## src/rtl/out_port_bcd_seg_pkg.sv

```systemverilog
// Shared constants for the decimal display port: segment codes, converter states, helpers.
// Active-low segment codes, bit order g..a.
package out_port_bcd_seg_pkg;

    localparam logic [6:0] SEG_0     = 7'b1000000;
    localparam logic [6:0] SEG_1     = 7'b1111001;
    localparam logic [6:0] SEG_2     = 7'b0100100;
    localparam logic [6:0] SEG_3     = 7'b0110000;
    localparam logic [6:0] SEG_4     = 7'b0011001;
    localparam logic [6:0] SEG_5     = 7'b0010010;
    localparam logic [6:0] SEG_6     = 7'b0000010;
    localparam logic [6:0] SEG_7     = 7'b1111000;
    localparam logic [6:0] SEG_8     = 7'b0000000;
    localparam logic [6:0] SEG_9     = 7'b0010000;
    localparam logic [6:0] SEG_BLANK = 7'b1111111;

    localparam logic [0:0] ST_IDLE = 1'b0;
    localparam logic [0:0] ST_CONV = 1'b1;

    function automatic int clog2(input int value);
        int r;
        int x;
        r = 0;
        x = value - 1;
        while (x > 0) begin
            r = r + 1;
            x = x >> 1;
        end
        return (r < 1) ? 1 : r;
    endfunction

    function automatic logic [6:0] seg_decode(input logic [3:0] digit);
        logic [6:0] seg;
        case (digit)
            4'd0:    seg = SEG_0;
            4'd1:    seg = SEG_1;
            4'd2:    seg = SEG_2;
            4'd3:    seg = SEG_3;
            4'd4:    seg = SEG_4;
            4'd5:    seg = SEG_5;
            4'd6:    seg = SEG_6;
            4'd7:    seg = SEG_7;
            4'd8:    seg = SEG_8;
            4'd9:    seg = SEG_9;
            default: seg = SEG_BLANK;
        endcase
        return seg;
    endfunction

endpackage

```

## src/rtl/out_port_bcd_seg_bin_to_bcd_iter.sv

```systemverilog
// Sequential double-dabble converter: one input bit per cycle, BCD truncated to DIGITS digits.
module bin_to_bcd_iter
    import out_port_bcd_seg_pkg::*;
#(
    parameter int DATA_W = 32,
    parameter int DIGITS = 4
) (
    input  logic                  clock,
    input  logic                  reset,
    input  logic                  start,
    input  logic [DATA_W-1:0]     din,
    output logic                  busy,
    output logic                  last,
    output logic [4*DIGITS-1:0]   res_bcd,
    output logic                  res_ovf
);

    localparam int BCD_W = 4 * DIGITS;
    localparam int CNT_W = clog2(DATA_W);
    localparam logic [CNT_W-1:0] CNT_LAST = CNT_W'(DATA_W - 1);

    logic [0:0]        state_q, state_d;
    logic [CNT_W-1:0]  cnt_q, cnt_d;
    logic [DATA_W-1:0] shift_q, shift_d;
    logic [BCD_W-1:0]  bcd_q, bcd_d;
    logic              ovf_acc_q, ovf_acc_d;
    logic [BCD_W-1:0]  adj;

    for (genvar k = 0; k < DIGITS; k++) begin : g_adj
        assign adj[4*k +: 4] = (bcd_q[4*k +: 4] >= 4'd5) ? bcd_q[4*k +: 4] + 4'd3
                                                          : bcd_q[4*k +: 4];
    end

    // res_* is the post-step value; on the last step the top captures it directly.
    assign res_bcd = {adj[BCD_W-2:0], shift_q[DATA_W-1]};
    assign res_ovf = ovf_acc_q | adj[BCD_W-1];
    assign busy    = (state_q == ST_CONV);
    assign last    = busy && (cnt_q == CNT_LAST);

    always_comb begin
        state_d   = state_q;
        cnt_d     = cnt_q;
        shift_d   = shift_q;
        bcd_d     = bcd_q;
        ovf_acc_d = ovf_acc_q;
        if (start) begin
            state_d   = ST_CONV;
            cnt_d     = '0;
            shift_d   = din;
            bcd_d     = '0;
            ovf_acc_d = 1'b0;
        end else if (busy) begin
            cnt_d     = cnt_q + CNT_W'(1);
            shift_d   = {shift_q[DATA_W-2:0], 1'b0};
            bcd_d     = res_bcd;
            ovf_acc_d = res_ovf;
            if (last) begin
                state_d = ST_IDLE;
            end
        end
    end

    always_ff @(posedge clock or posedge reset) begin
        if (reset) begin
            state_q   <= ST_IDLE;
            cnt_q     <= '0;
            shift_q   <= '0;
            bcd_q     <= '0;
            ovf_acc_q <= 1'b0;
        end else begin
            state_q   <= state_d;
            cnt_q     <= cnt_d;
            shift_q   <= shift_d;
            bcd_q     <= bcd_d;
            ovf_acc_q <= ovf_acc_d;
        end
    end

endmodule

```

## src/rtl/out_port_bcd_seg.sv

```systemverilog
// Decimal seven-segment output port with one-deep pending write slot.
// Optional leading-zero blanking via `SEG_LEAD_ZERO_BLANK_EN.
module out_port_bcd_seg
    import out_port_bcd_seg_pkg::*;
#(
    parameter int DATA_W = 32,
    parameter int DIGITS = 4
) (
    input  logic                  clock,
    input  logic                  reset,
    input  logic                  wr_en,
    input  logic [DATA_W-1:0]     data_in,
    output logic [7*DIGITS-1:0]   seg_out,
    output logic                  busy,
    output logic                  done,
    output logic                  ovf
);

    localparam int BCD_W = 4 * DIGITS;

    logic              conv_busy, conv_last, start;
    logic [DATA_W-1:0] start_data;
    logic [BCD_W-1:0]  res_bcd;
    logic              res_ovf;

    logic [BCD_W-1:0]  disp_q, disp_d;
    logic              ovf_q, ovf_d;
    logic              done_q, done_d;
    logic [DATA_W-1:0] pend_q, pend_d;
    logic              pend_vld_q, pend_vld_d;

    // A write on the completion edge beats the pending slot, which is then dropped.
    assign start      = wr_en ? (!conv_busy || conv_last) : (conv_last && pend_vld_q);
    assign start_data = wr_en ? data_in : pend_q;

    bin_to_bcd_iter #(
        .DATA_W (DATA_W),
        .DIGITS (DIGITS)
    ) u_conv (
        .clock   (clock),
        .reset   (reset),
        .start   (start),
        .din     (start_data),
        .busy    (conv_busy),
        .last    (conv_last),
        .res_bcd (res_bcd),
        .res_ovf (res_ovf)
    );

    always_comb begin
        disp_d     = disp_q;
        ovf_d      = ovf_q;
        done_d     = 1'b0;
        pend_d     = pend_q;
        pend_vld_d = pend_vld_q;
        if (conv_last) begin
            disp_d     = res_bcd;
            ovf_d      = res_ovf;
            done_d     = 1'b1;
            pend_vld_d = 1'b0;
        end else if (conv_busy && wr_en) begin
            pend_d     = data_in;
            pend_vld_d = 1'b1;
        end
    end

    always_ff @(posedge clock or posedge reset) begin
        if (reset) begin
            disp_q     <= '0;
            ovf_q      <= 1'b0;
            done_q     <= 1'b0;
            pend_q     <= '0;
            pend_vld_q <= 1'b0;
        end else begin
            disp_q     <= disp_d;
            ovf_q      <= ovf_d;
            done_q     <= done_d;
            pend_q     <= pend_d;
            pend_vld_q <= pend_vld_d;
        end
    end

    assign busy = conv_busy;
    assign done = done_q;
    assign ovf  = ovf_q;

    for (genvar k = 0; k < DIGITS; k++) begin : g_digit
        logic lit;
`ifdef SEG_LEAD_ZERO_BLANK_EN
        if (k == 0) begin : g_units
            assign lit = 1'b1;
        end else begin : g_upper
            assign lit = |disp_q[BCD_W-1:4*k];
        end
`else
        assign lit = 1'b1;
`endif
        assign seg_out[7*k +: 7] = lit ? seg_decode(disp_q[4*k +: 4]) : SEG_BLANK;
    end

endmodule
```

## config.mk

```make
export PLATFORM = sky130hd
export DESIGN_NAME = out_port_bcd_seg
export DESIGN_NICKNAME = d
export VERILOG_FILES = /design/src/rtl/out_port_bcd_seg_pkg.sv /design/src/rtl/out_port_bcd_seg_bin_to_bcd_iter.sv /design/src/rtl/out_port_bcd_seg.sv
export SDC_FILE = /design/constraint.sdc
export NUM_CORES = 1
export LEC_CHECK = 0
export CORE_ASPECT_RATIO = 1.75
export CORE_UTILIZATION = 50
export DETAILED_ROUTE_END_ITERATION = 6
export DONT_BUFFER_PORTS = 1
export PLACE_DENSITY_LB_ADDON = 0.12
export SYNTH_ARGS = -nofsm -noshare
export SYNTH_HDL_FRONTEND = slang
export SYNTH_SLANG_ARGS = --single-unit
export TNS_END_PERCENT = 30
```

## constraint.sdc

```tcl
create_clock -name clock -period 2.6 [get_ports clock]
set_clock_uncertainty 0.05 [all_clocks]
set_input_delay 0 -clock clock [delete_from_list [all_inputs] [get_ports clock]]
set_output_delay 0 -clock clock [all_outputs]
set_load 0.02 [all_outputs]
```

==> run metrics <==
All-Layer GR Usage=0.230; Final TNS setup=0 ns; post-synth top area share=0.464; initial drt markers=221; CTS buffer count=9; min-delay worst type=in2reg; clk slew on worst S/H paths=0.07 ns; core area=11100 um2; largest net degree at the start of global routing=78; crit-path most repeated cell=ha_1; CP peak stage delay=0.41 ns; Post-Synthesis Cells=640; WL final=12700 um; Synth area leader=dfrtp_1; VDD IR-drop max=652 uV; nets=725; Die X-Extent=82.8 um; Adder-Cell Fraction of Synth Area=0.0657; Clock Tree Root=clkbuf_16; H-Tree Level Count=3; Post-synth top flop=dfrtp_1; Routed wire per std cell=15.9 um; Slew @ Worst Pin=0.667 ns; RSZ-0062 raised after global routing=no; share of the yosys chip area belonging to registers=0.464; GRT overflow=0; antenna diode count=0; synth top area cells=dfrtp_1 46%, ha_1 6.6%, o21ai_0 6.0%, nand2_1 5.8%, nor2_1 5.5%; top cells by count, synth=106 x dfrtp_1, 89 x nand2_1, 83 x nor2_1; FF+latch area=2650 um2; post-synthesis mux area share=0.0392; most common cell in the netlist=dfrtp_1; main combinational cell family by area after synthesis=compound AO/OA/AOI/OAI gates; boundary pin count=66; I/O Buffers=0; first-pass GRT wire length=21900 um; critical path type=reg2reg; CP arrival=2.53 ns; hold depth=4; f_max=430 MHz; number of synthesized flops with an enable pin=0; clk buf depth=2; vias in the first global route=4594; ys async rst share=1.00; xor/xnor share of the synthesized area=0.00919; die height=143 um; setup ws final=0.276 ns; CP Launch Type=flip-flop; Vias=4501; worst slack, placed=0.105 ns; outcome=finished clean; Ys Warns=0; Buf+Inv Stages, Crit Path=1; CP Capture Type=flip-flop; share of cells above drive strength 1=0.0962; Rows=51; final setup fails=0; Hold Slack=0.0452 ns; Synth Area per Inst=8.93 um2; # DRC=0; syn nets=705; Tcrit/Tclk final=0.894; Simple-Gate Fraction of Synth Area=0.164; Worst EP required=2.80 ns; Cell Area, Synth=5720 um2; post-synthesis compound-gate area fraction=0.194; final hold vios=0; CTS tree=yes; antenna violations before repair=0; synthesis-stage register bit count=106; Final ANT Viol Nets=0; routability cong.=0.776; Crit path depth=8; Leakage=3.02 nW; Die Area=11900 um2; max-slew violations=0; Fillers=980; Worst slew margin=0.551; Sink Count=106; Yosys cell types=41; Via density=5.65; Pre-antenna DRT Iters=4; Area Growth Syn to Fin=14.3%; P per Cell Area=1120 nW/um2; max cap viols=0; effective utilization at floorplan=0.515; Worst-Skew Late Latency=0.35 ns; crit path max fanout=32; CP cell instances=ha_1 -> and3_1 -> ha_1 -> nor2b_4 -> buf_4 -> or2_4 -> nand2_2 -> o22ai_1; Crit path max-delay family=simple AND/OR/NAND/NOR gates; multi-input logic area=2710 um2; Final min period=2.32 ns; HPWL after DPL=8420 um; Crit-path slowest cell=dfrtp_1; R2R depth=8
## cell families after synthesis
| group | count (synthesis) |
|---|---|
| multiplexers | 20 |
| buffers and inverters | 82 |
| AO/OA/AOI/OAI | 180 |
| AND/OR/NAND/NOR | 216 |
| XOR/XNOR | 6 |
| adder cells (fa/ha/maj) | 30 |
| flip-flops | 106 |
## cell usage in the layout (no fill, tap or decap), types with 2 or more instances in the layout
master,n
dfrtp_1,106
nand2_1,89
nor2_1,83
o21ai_0,68
a21oi_1,48
inv_1,43
dlygate4sd3_1,35
a221oi_1,31
ha_1,30
nand2b_1,22
mux2_2,19
clkbuf_16,9
nor3b_1,8
a21oi_2,7
buf_4,7
or2_2,5
xnor2_1,4
o31ai_1,4
a32o_1,4
o22ai_1,4
a31oi_1,4
buf_12,4
a22o_1,3
a22oi_1,3
bufinv_16,3
xor2_1,2
clkinvlp_4,2
## worst register-to-register path, cell delays in order, from the launching register on
cell and delay, ns:
dfrtp_1 0.41, ha_1 0.22, and3_1 0.18, ha_1 0.24
nor2b_4 0.16, buf_4 0.35, or2_4 0.25, nand2_2 0.16
o22ai_1 0.21
## repair_timing
action / in CTS / in global routing
hold buffers: 36 / 0
resized for setup: 0 / 2
endpoints found under the setup margin: 0 / 9
buffers inserted: 0 / 0
hold endpoints to repair: 95 / 0
## registers in the layout, indices dropped and copies added (netlist names)
signal            flops
pend_vld_q            1
u_conv.cnt_q          5
disp_q               16
u_conv.ovf_acc_q      1
u_conv.bcd_q         16
u_conv.busy           1
u_conv.shift_q       32
done                  1
ovf                   1
pend_q               32
## power by group
part	internal [mW]	leakage, nW	switching, mW
registers	2.21	1.32	0.534
clock network	0.969	0.169	0.614
logic	1.11	1.52	1.86
total	4.29	3.02	3.01
## cell type report
cell class | instances | share of cell area
clock inverter | 6 | 0.0170
timing repair buffer | 46 | 0.0739
sequential | 106 | 0.406
tap | 132 | 0.0253
multi-input combinational | 452 | 0.415
inverter | 45 | 0.0264
clock buffer | 10 | 0.0366
## path summary, 6_finish.rpt
check                                            startpoint                       endpoint  slack (ns)
worst min register to register       pend_q[27]$_DFFE_PP0P_         pend_q[27]$_DFFE_PP0P_        0.43
worst max-delay path            u_conv.cnt_q[0]$_DFFE_PP0P_   u_conv.bcd_q[12]$_DFFE_PP0P_        0.28
min in group asynchronous                             reset  u_conv.shift_q[8]$_DFFE_PP0P_        0.18
worst min-delay path                                  wr_en    u_conv.cnt_q[4]$_DFFE_PP0P_        0.05
worst max register to register  u_conv.cnt_q[0]$_DFFE_PP0P_   u_conv.bcd_q[12]$_DFFE_PP0P_        0.28
max in group asynchronous                             reset                 done$_DFF_PP0_        1.49
## through the flow
stage | util | total power, mW | instances | cell area (um2)
after CTS | 0.588 | 7.35 | 797 | 6530
final | 0.589 | 7.30 | 797 | 6540
after global placement | 0.523 | 5.54 | 745 | 5810
after detailed placement | 0.523 | 5.69 | 745 | 5810
after global routing | 0.589 | 7.86 | 797 | 6540
after floorplan | - | 5.10 | 640 | 5720
## metal layers
metal / vias to the layer above / global-route usage / wire, um
li1: 2218 / - / -
met3: 18 / 0.0327 / 297
met1: 2181 / 0.248 / 5050
met5: - / 0 / 0
met4: 0 / 0.0889 / 296
met2: 84 / 0.448 / 7010
(Power assumes the default switching activity.)
